===== src/rtl/jtag_tap_ctrl.sv =====
`default_nettype none
// ============================================================================
// Module      : jtag_tap_ctrl
// Description : IEEE 1149.1 TAP controller, oversampled in the system clock.
//               TCK/TMS/TDI are synchronised into clk and TCK edges become
//               one-cycle rise/fall events; TCK is never used as a clock.
//               Provides IDCODE, BYPASS and one parallel-in/out USER DR.
// Ports       : clk, rst_n          system clock / async active-low reset
//               tck, tms, tdi       JTAG pins from the host (async to clk)
//               tdo, tdo_oe         JTAG data out and its enable
//               user_dr_in          value captured into USER DR at Capture-DR
//               user_dr_out         USER DR value latched at Update-DR
//               user_update         1-clk pulse when user_dr_out is written
//               tap_state           current TAP state encoding (debug)
// Revision    : 1.0 - initial release
// ============================================================================
module jtag_tap_ctrl #(
  parameter int              IR_W        = 5,
  parameter logic [31:0]     IDCODE_VAL  = 32'h1000_0001,
  parameter int              USER_W      = 32,
  parameter logic [IR_W-1:0] IR_IDCODE   = IR_W'(1),
  parameter logic [IR_W-1:0] IR_USER     = IR_W'(8),
  parameter int              SYNC_STAGES = 2
) (
  input  logic              clk,
  input  logic              rst_n,
  input  logic              tck,
  input  logic              tms,
  input  logic              tdi,
  output logic              tdo,
  output logic              tdo_oe,
  input  logic [USER_W-1:0] user_dr_in,
  output logic [USER_W-1:0] user_dr_out,
  output logic              user_update,
  output logic [3:0]        tap_state
);

  typedef enum logic [3:0] {
    TLR    = 4'hF, RTI    = 4'hC,
    SEL_DR = 4'h7, CAP_DR = 4'h6, SH_DR = 4'h2, EX1_DR = 4'h1,
    PAU_DR = 4'h3, EX2_DR = 4'h0, UPD_DR = 4'h5,
    SEL_IR = 4'h4, CAP_IR = 4'hE, SH_IR = 4'hA, EX1_IR = 4'h9,
    PAU_IR = 4'hB, EX2_IR = 4'h8, UPD_IR = 4'hD
  } tap_state_e;

  // All three pins go through identical chains so tms/tdi stay aligned
  // with the tck edge they belong to.
  logic [SYNC_STAGES-1:0] tck_sync_q, tms_sync_q, tdi_sync_q;
  logic                   tck_prev_q;
  logic                   sync_tck, sync_tms, sync_tdi;
  logic                   tck_rise, tck_fall;

  tap_state_e             state_q, state_d;
  logic [IR_W-1:0]        ir_q, ir_sh_q;
  logic [31:0]            id_sh_q;
  logic [USER_W-1:0]      usr_sh_q, user_dr_out_q;
  logic                   byp_q;
  logic                   tdo_q, tdo_oe_q, user_update_q;
  logic                   sel_idcode, sel_user, dr_lsb;

  assign sync_tck = tck_sync_q[SYNC_STAGES-1];
  assign sync_tms = tms_sync_q[SYNC_STAGES-1];
  assign sync_tdi = tdi_sync_q[SYNC_STAGES-1];
  assign tck_rise = sync_tck & ~tck_prev_q;
  assign tck_fall = ~sync_tck & tck_prev_q;

  always_ff @(posedge clk or negedge rst_n) begin
    if (!rst_n) begin
      tck_sync_q <= '0;
      tms_sync_q <= '0;
      tdi_sync_q <= '0;
      tck_prev_q <= 1'b0;
    end else begin
      tck_sync_q <= {tck_sync_q[SYNC_STAGES-2:0], tck};
      tms_sync_q <= {tms_sync_q[SYNC_STAGES-2:0], tms};
      tdi_sync_q <= {tdi_sync_q[SYNC_STAGES-2:0], tdi};
      tck_prev_q <= sync_tck;
    end
  end

  // State register
  always_ff @(posedge clk or negedge rst_n) begin
    if (!rst_n) state_q <= TLR;
    else        state_q <= state_d;
  end

  // Next state: advances only on a synchronised TCK rise
  always_comb begin
    state_d = state_q;
    if (tck_rise) begin
      case (state_q)
        TLR:     state_d = sync_tms ? TLR    : RTI;
        RTI:     state_d = sync_tms ? SEL_DR : RTI;
        SEL_DR:  state_d = sync_tms ? SEL_IR : CAP_DR;
        CAP_DR:  state_d = sync_tms ? EX1_DR : SH_DR;
        SH_DR:   state_d = sync_tms ? EX1_DR : SH_DR;
        EX1_DR:  state_d = sync_tms ? UPD_DR : PAU_DR;
        PAU_DR:  state_d = sync_tms ? EX2_DR : PAU_DR;
        EX2_DR:  state_d = sync_tms ? UPD_DR : SH_DR;
        UPD_DR:  state_d = sync_tms ? SEL_DR : RTI;
        SEL_IR:  state_d = sync_tms ? TLR    : CAP_IR;
        CAP_IR:  state_d = sync_tms ? EX1_IR : SH_IR;
        SH_IR:   state_d = sync_tms ? EX1_IR : SH_IR;
        EX1_IR:  state_d = sync_tms ? UPD_IR : PAU_IR;
        PAU_IR:  state_d = sync_tms ? EX2_IR : PAU_IR;
        EX2_IR:  state_d = sync_tms ? UPD_IR : SH_IR;
        UPD_IR:  state_d = sync_tms ? SEL_DR : RTI;
        default: state_d = TLR;
      endcase
    end
  end

  // Any opcode other than IDCODE/USER falls through to BYPASS
  assign sel_idcode = (ir_q == IR_IDCODE);
  assign sel_user   = (ir_q == IR_USER) && !sel_idcode;

  always_comb begin
    dr_lsb = byp_q;
    if (sel_idcode)    dr_lsb = id_sh_q[0];
    else if (sel_user) dr_lsb = usr_sh_q[0];
  end

  // Register actions, keyed on the state before the transition
  always_ff @(posedge clk or negedge rst_n) begin
    if (!rst_n) begin
      ir_q          <= IR_IDCODE;
      ir_sh_q       <= '0;
      id_sh_q       <= '0;
      usr_sh_q      <= '0;
      byp_q         <= 1'b0;
      user_dr_out_q <= '0;
      user_update_q <= 1'b0;
      tdo_q         <= 1'b0;
      tdo_oe_q      <= 1'b0;
    end else begin
      user_update_q <= 1'b0;
      if (tck_rise) begin
        case (state_q)
          CAP_IR: ir_sh_q <= IR_W'(1);
          SH_IR:  ir_sh_q <= {sync_tdi, ir_sh_q[IR_W-1:1]};
          UPD_IR: ir_q    <= ir_sh_q;
          CAP_DR: begin
            if (sel_idcode)    id_sh_q  <= IDCODE_VAL;
            else if (sel_user) usr_sh_q <= user_dr_in;
            else               byp_q    <= 1'b0;
          end
          SH_DR: begin
            if (sel_idcode)    id_sh_q  <= {sync_tdi, id_sh_q[31:1]};
            else if (sel_user) usr_sh_q <= {sync_tdi, usr_sh_q[USER_W-1:1]};
            else               byp_q    <= sync_tdi;
          end
          UPD_DR: begin
            if (sel_user) begin
              user_dr_out_q <= usr_sh_q;
              user_update_q <= 1'b1;
            end
          end
          default: ;
        endcase
        // Entering Test-Logic-Reset always restores IDCODE
        if (state_d == TLR) ir_q <= IR_IDCODE;
      end
      if (tck_fall) begin
        tdo_oe_q <= (state_q == SH_IR) || (state_q == SH_DR);
        if (state_q == SH_IR)      tdo_q <= ir_sh_q[0];
        else if (state_q == SH_DR) tdo_q <= dr_lsb;
      end
    end
  end

  assign tdo         = tdo_q;
  assign tdo_oe      = tdo_oe_q;
  assign user_dr_out = user_dr_out_q;
  assign user_update = user_update_q;
  assign tap_state   = state_q;

endmodule
`default_nettype wire


===== config.mk =====
export PLATFORM = sky130hd
export DESIGN_NAME = jtag_tap_ctrl
export DESIGN_NICKNAME = d
export VERILOG_FILES = /design/src/rtl/jtag_tap_ctrl.sv
export SDC_FILE = /design/constraint.sdc
export NUM_CORES = 1
export LEC_CHECK = 0
export ABC_AREA = 1
export BUFFER_PORTS_ARGS = -buffer_cell sky130_fd_sc_hd__buf_2
export CAP_MARGIN = 10
export CORE_MARGIN = 2
export CORE_UTILIZATION = 35
export DETAILED_ROUTE_END_ITERATION = 16
export PLACE_DENSITY = 0.53
export SYNTH_ARGS = -nofsm -noshare
export SYNTH_HDL_FRONTEND = slang
export SYNTH_SLANG_ARGS = --single-unit

===== constraint.sdc =====
create_clock -name clk -period 3 [get_ports clk]
set_input_delay 0.9 -clock clk [delete_from_list [all_inputs] [get_ports clk]]
set_output_delay 0.9 -clock clk [all_outputs]
set_load 0.01 [all_outputs]

==> flow_summary_export.csv <==
group,metric,value,unit
setup_path,reg2reg_depth,8,
place,portBuffers,75,
logic_synthesis,ys_top_cells_by_area,"dfrtp_1 57%, nand2_1 20%, nor2_1 4.1%, a31oi_1 3.9%, o21ai_0 3.7%",
place,hpwl,7577,µm
cts,cts-resized-gates,0,
logic_synthesis,synth_nets,637,
timing,drv_slew,0,
detailed_routing,routedWlPerCell,12.98,µm
final_layout,final_nets,714,
worst_hold_path,hp-class,"flip-flop to flip-flop",
detailed_routing,vias,4062,
cts,cts_sinks,121,
detailed_routing,finalWirelength,11290,µm
power,peakVddDrop,389.7,µV
timing,post-route-min-period,2.073,ns
logic_synthesis,netlist.top_cell.by_area,"dfrtp_1",
cts,cts_tree,"yes",
power,netSwitchingFraction,25.63,%
logic_synthesis,synthSimpleGateAreaFrac,26.99,%
setup_path,path_cells,"buf_2",
cts,clk_pin_slew,0.05,ns
cts,clk_latency,0.41,ns
place,place_ws,0.9663,ns
setup_path,crit_slowest_cell,"dfstp_2",
die,coreArea,14040,µm²
logic_synthesis,yosys-mux-area-fraction,0,%
die,fp.dieH,124.4,µm
cts,cts_buffer_depth,2,
final_layout,n_antenna_cell,0,
setup_path,critPathBufInv,1,
timing,slew_headroom,53.57,%
cts,htree_levels,4,
detailed_routing,highest_layer,"met4",
detailed_routing,remaining_drc_errors,0,
setup_path,cp_max_fo,8,
final_layout,stdcell_area,6259,µm²
logic_synthesis,synthCells,600,
setup_path,path_class,"flip-flop to output port",
timing,tns,0,ns
final_layout,layout_common_cells,"264 x nand2_1, 116 x dfrtp_1, 74 x buf_2",
detailed_routing,dr_wl_met2,4927,µm
global_routing,grt_max_degree,65,
timing,final-hold-violation-count,0,
timing,post-route-period-util,69.11,%
detailed_routing,wl_met1,5641,µm
timing,max_freq,482.3,MHz
job,maxCapViolCount,0,
cts,holdBufCountCts,0,
detailed_routing,drtAntennaViolNets,0,
place,dpl_cell_area,5640,µm²
die,pin_count,76,
cts,root_buffer,"clkbuf_16",
setup_path,cp_num_cells,1,
power,p_leak,3.144,nW
global_routing,grt_pass1_wl,19390,µm
logic_synthesis,synth_top_cell_area_share,57.23,%
logic_synthesis,synth-xor-area-share,0,%
power,p_int,3.352,mW
die,dieArea,15470,µm²
logic_synthesis,synth.yosys.seq_area_share,59.82,%
die,rows,43,
worst_hold_path,hold-path-cell-count,0,
die,initial_core_util,36.12,%
logic_synthesis,synth_compound_area_share,8.263,%
final_layout,final_common_cell,"nand2_1",
timing,rsz0062_at_grt,"no",
final_layout,area_growth,23.38,%
cts,cts_setup_buffers,0,
logic_synthesis,synth_area,5072,µm²
logic_synthesis,synth_cell_types,21,
logic_synthesis,synth_top_family_by_area,"simple AND/OR/NAND/NOR gates",
final_layout,layout-drive-gt1-share,18.12,%
logic_synthesis,synth-adder-area-share,0,%
setup_path,crit_path_start_kind,"flip-flop",
power,combPwrFrac,12.6,%
detailed_routing,vias_per_cell,4.669,
detailed_routing,drt_iter0_drc,343,
setup_path,end_kind,"output port",
setup_path,slowest_delay,0.60,ns
detailed_routing,dr.pass1.iters,4,
global_routing,first_global_vias,3841,
setup_path,crit_arrival,1.17,ns
timing,worst_slack,0.9266,ns
power,p_seq_share,40.8,%
global_routing,grt_usage,15.49,%
place,gp_congestion,0.8720,
global_routing,global_route.overflow_total,0,
status,status,"finished clean",
logic_synthesis,avgSynthCellArea,8.454,µm²
global_routing,antenna_found_initial,0,
power,pwr-share-clk,46.6,%
setup_path,cp_top_family,"flip-flops",
cts,cts_buffers,17,
timing,finalClockSkew,0.007928,ns
die,die_w,124.4,µm
timing,worstMarginPinSlew,0.6911,ns
timing,setup_viol,0,
logic_synthesis,ys_warn_count,0,
logic_synthesis,ys_seq_elements,121,
power,power.density,720.1,nW/µm²
setup_path,cp_data_required_time,2.10,ns
detailed_routing,met3WireLength,565,µm
power,p_sw,1.155,mW
==> cells by family after synthesis <==
family	count (synthesis)
buffers and inverters	61
AND/OR/NAND/NOR	344
AO/OA/AOI/OAI	74
flip-flops	121
==> layout make-up <==
class                   instances  area, µm²
clock inverters                 7      112.6
multi-input cells             418       1788
well taps                     180      225.2
clock buffers                  25      505.5
flip-flops and latches        121       3034
repair buffers                 85      465.4
fillers                      1385       7784
inverters                      34      127.6
==> worst reg2reg max path, stage by stage (launching register included) <==
cell	delay, ns
dfstp_2	0.54
inv_1	0.07
nand2_1	0.12
nor2_1	0.06
inv_1	0.11
nor2_1	0.07
nand2_1	0.39
buf_4	0.40
o21ai_0	0.14
==> routing by layer <==
metal  vias up  track usage [%]
li1       2060                -
met1      1872            22.23
met2       115            22.37
met3        15            4.038
met4         0            6.081
met5         -                0
==> stage by stage <==
stage,hold WS (ns),power [mW],utilization [%],cells
after CTS,0.3481,4.572,44.57,870
after global placement,0.3334,2.434,40.17,838
after floorplan,0.3312,2.230,-,600
after global routing,0.3545,4.743,44.57,870
final,0.3477,4.507,44.57,870
after detailed placement,0.3363,2.442,40.17,838
==> worst paths after layout <==
check / from / to / slack, ns
max: tap_state[2]$_DFF_PN1_ / tap_state[2] / 0.93
min: tms_sync_q[0]$_DFF_PN0_ / tms_sync_q[1]$_DFF_PN0_ / 0.35
max reg2reg: tap_state[0]$_DFF_PN1_ / id_sh_q[7]$_DFFE_PN0P_ / 0.97
min reg2reg: tms_sync_q[0]$_DFF_PN0_ / tms_sync_q[1]$_DFF_PN0_ / 0.35
max in group asynchronous: rst_n / ir_q[0]$_DFFE_PN1P_ / 1.89
min in group asynchronous: rst_n / tms_sync_q[1]$_DFF_PN0_ / 0.42
==> cell usage after synthesis <==
master and n:
o22ai_1 3, nand2_1 264, inv_2 2, a31oi_1 32, nand4_1 1, buf_1 1, inv_1 32, nor3_1 2
a21boi_0 1, nand2_2 1, nor3_4 1, buf_4 3, a22oi_1 1, buf_2 8, dfstp_2 5, clkbuf_1 15
dfrtp_1 116, o21ai_0 37, nor4_4 2, nor2_1 55, nand3_1 18
==> power by group through the flow <==
stage                     registers, mW  clock network (mW)  logic [mW]
after floorplan                    1.86                   0       0.365
after global placement             1.86                   0       0.569
after detailed placement           1.87                   0       0.575
after CTS                          1.84                2.15       0.579
after global routing               1.85                2.23       0.660
final                              1.84                2.10       0.569
==> sequential cells by signal, summed over array words and instances (netlist names) <==
| name | cells |
|---|---|
| byp_q | 1 |
| id_sh_q | 32 |
| ir_q | 5 |
| ir_sh_q | 5 |
| tap_state | 4 |
| tck_prev_q | 1 |
| tck_sync_q | 2 |
| tdi_sync_q | 2 |
| tdo | 1 |
| tdo_oe | 1 |
| tms_sync_q | 2 |
| user_dr_out | 32 |
| user_update | 1 |
| usr_sh_q | 32 |
(Power assumes the default switching activity.)
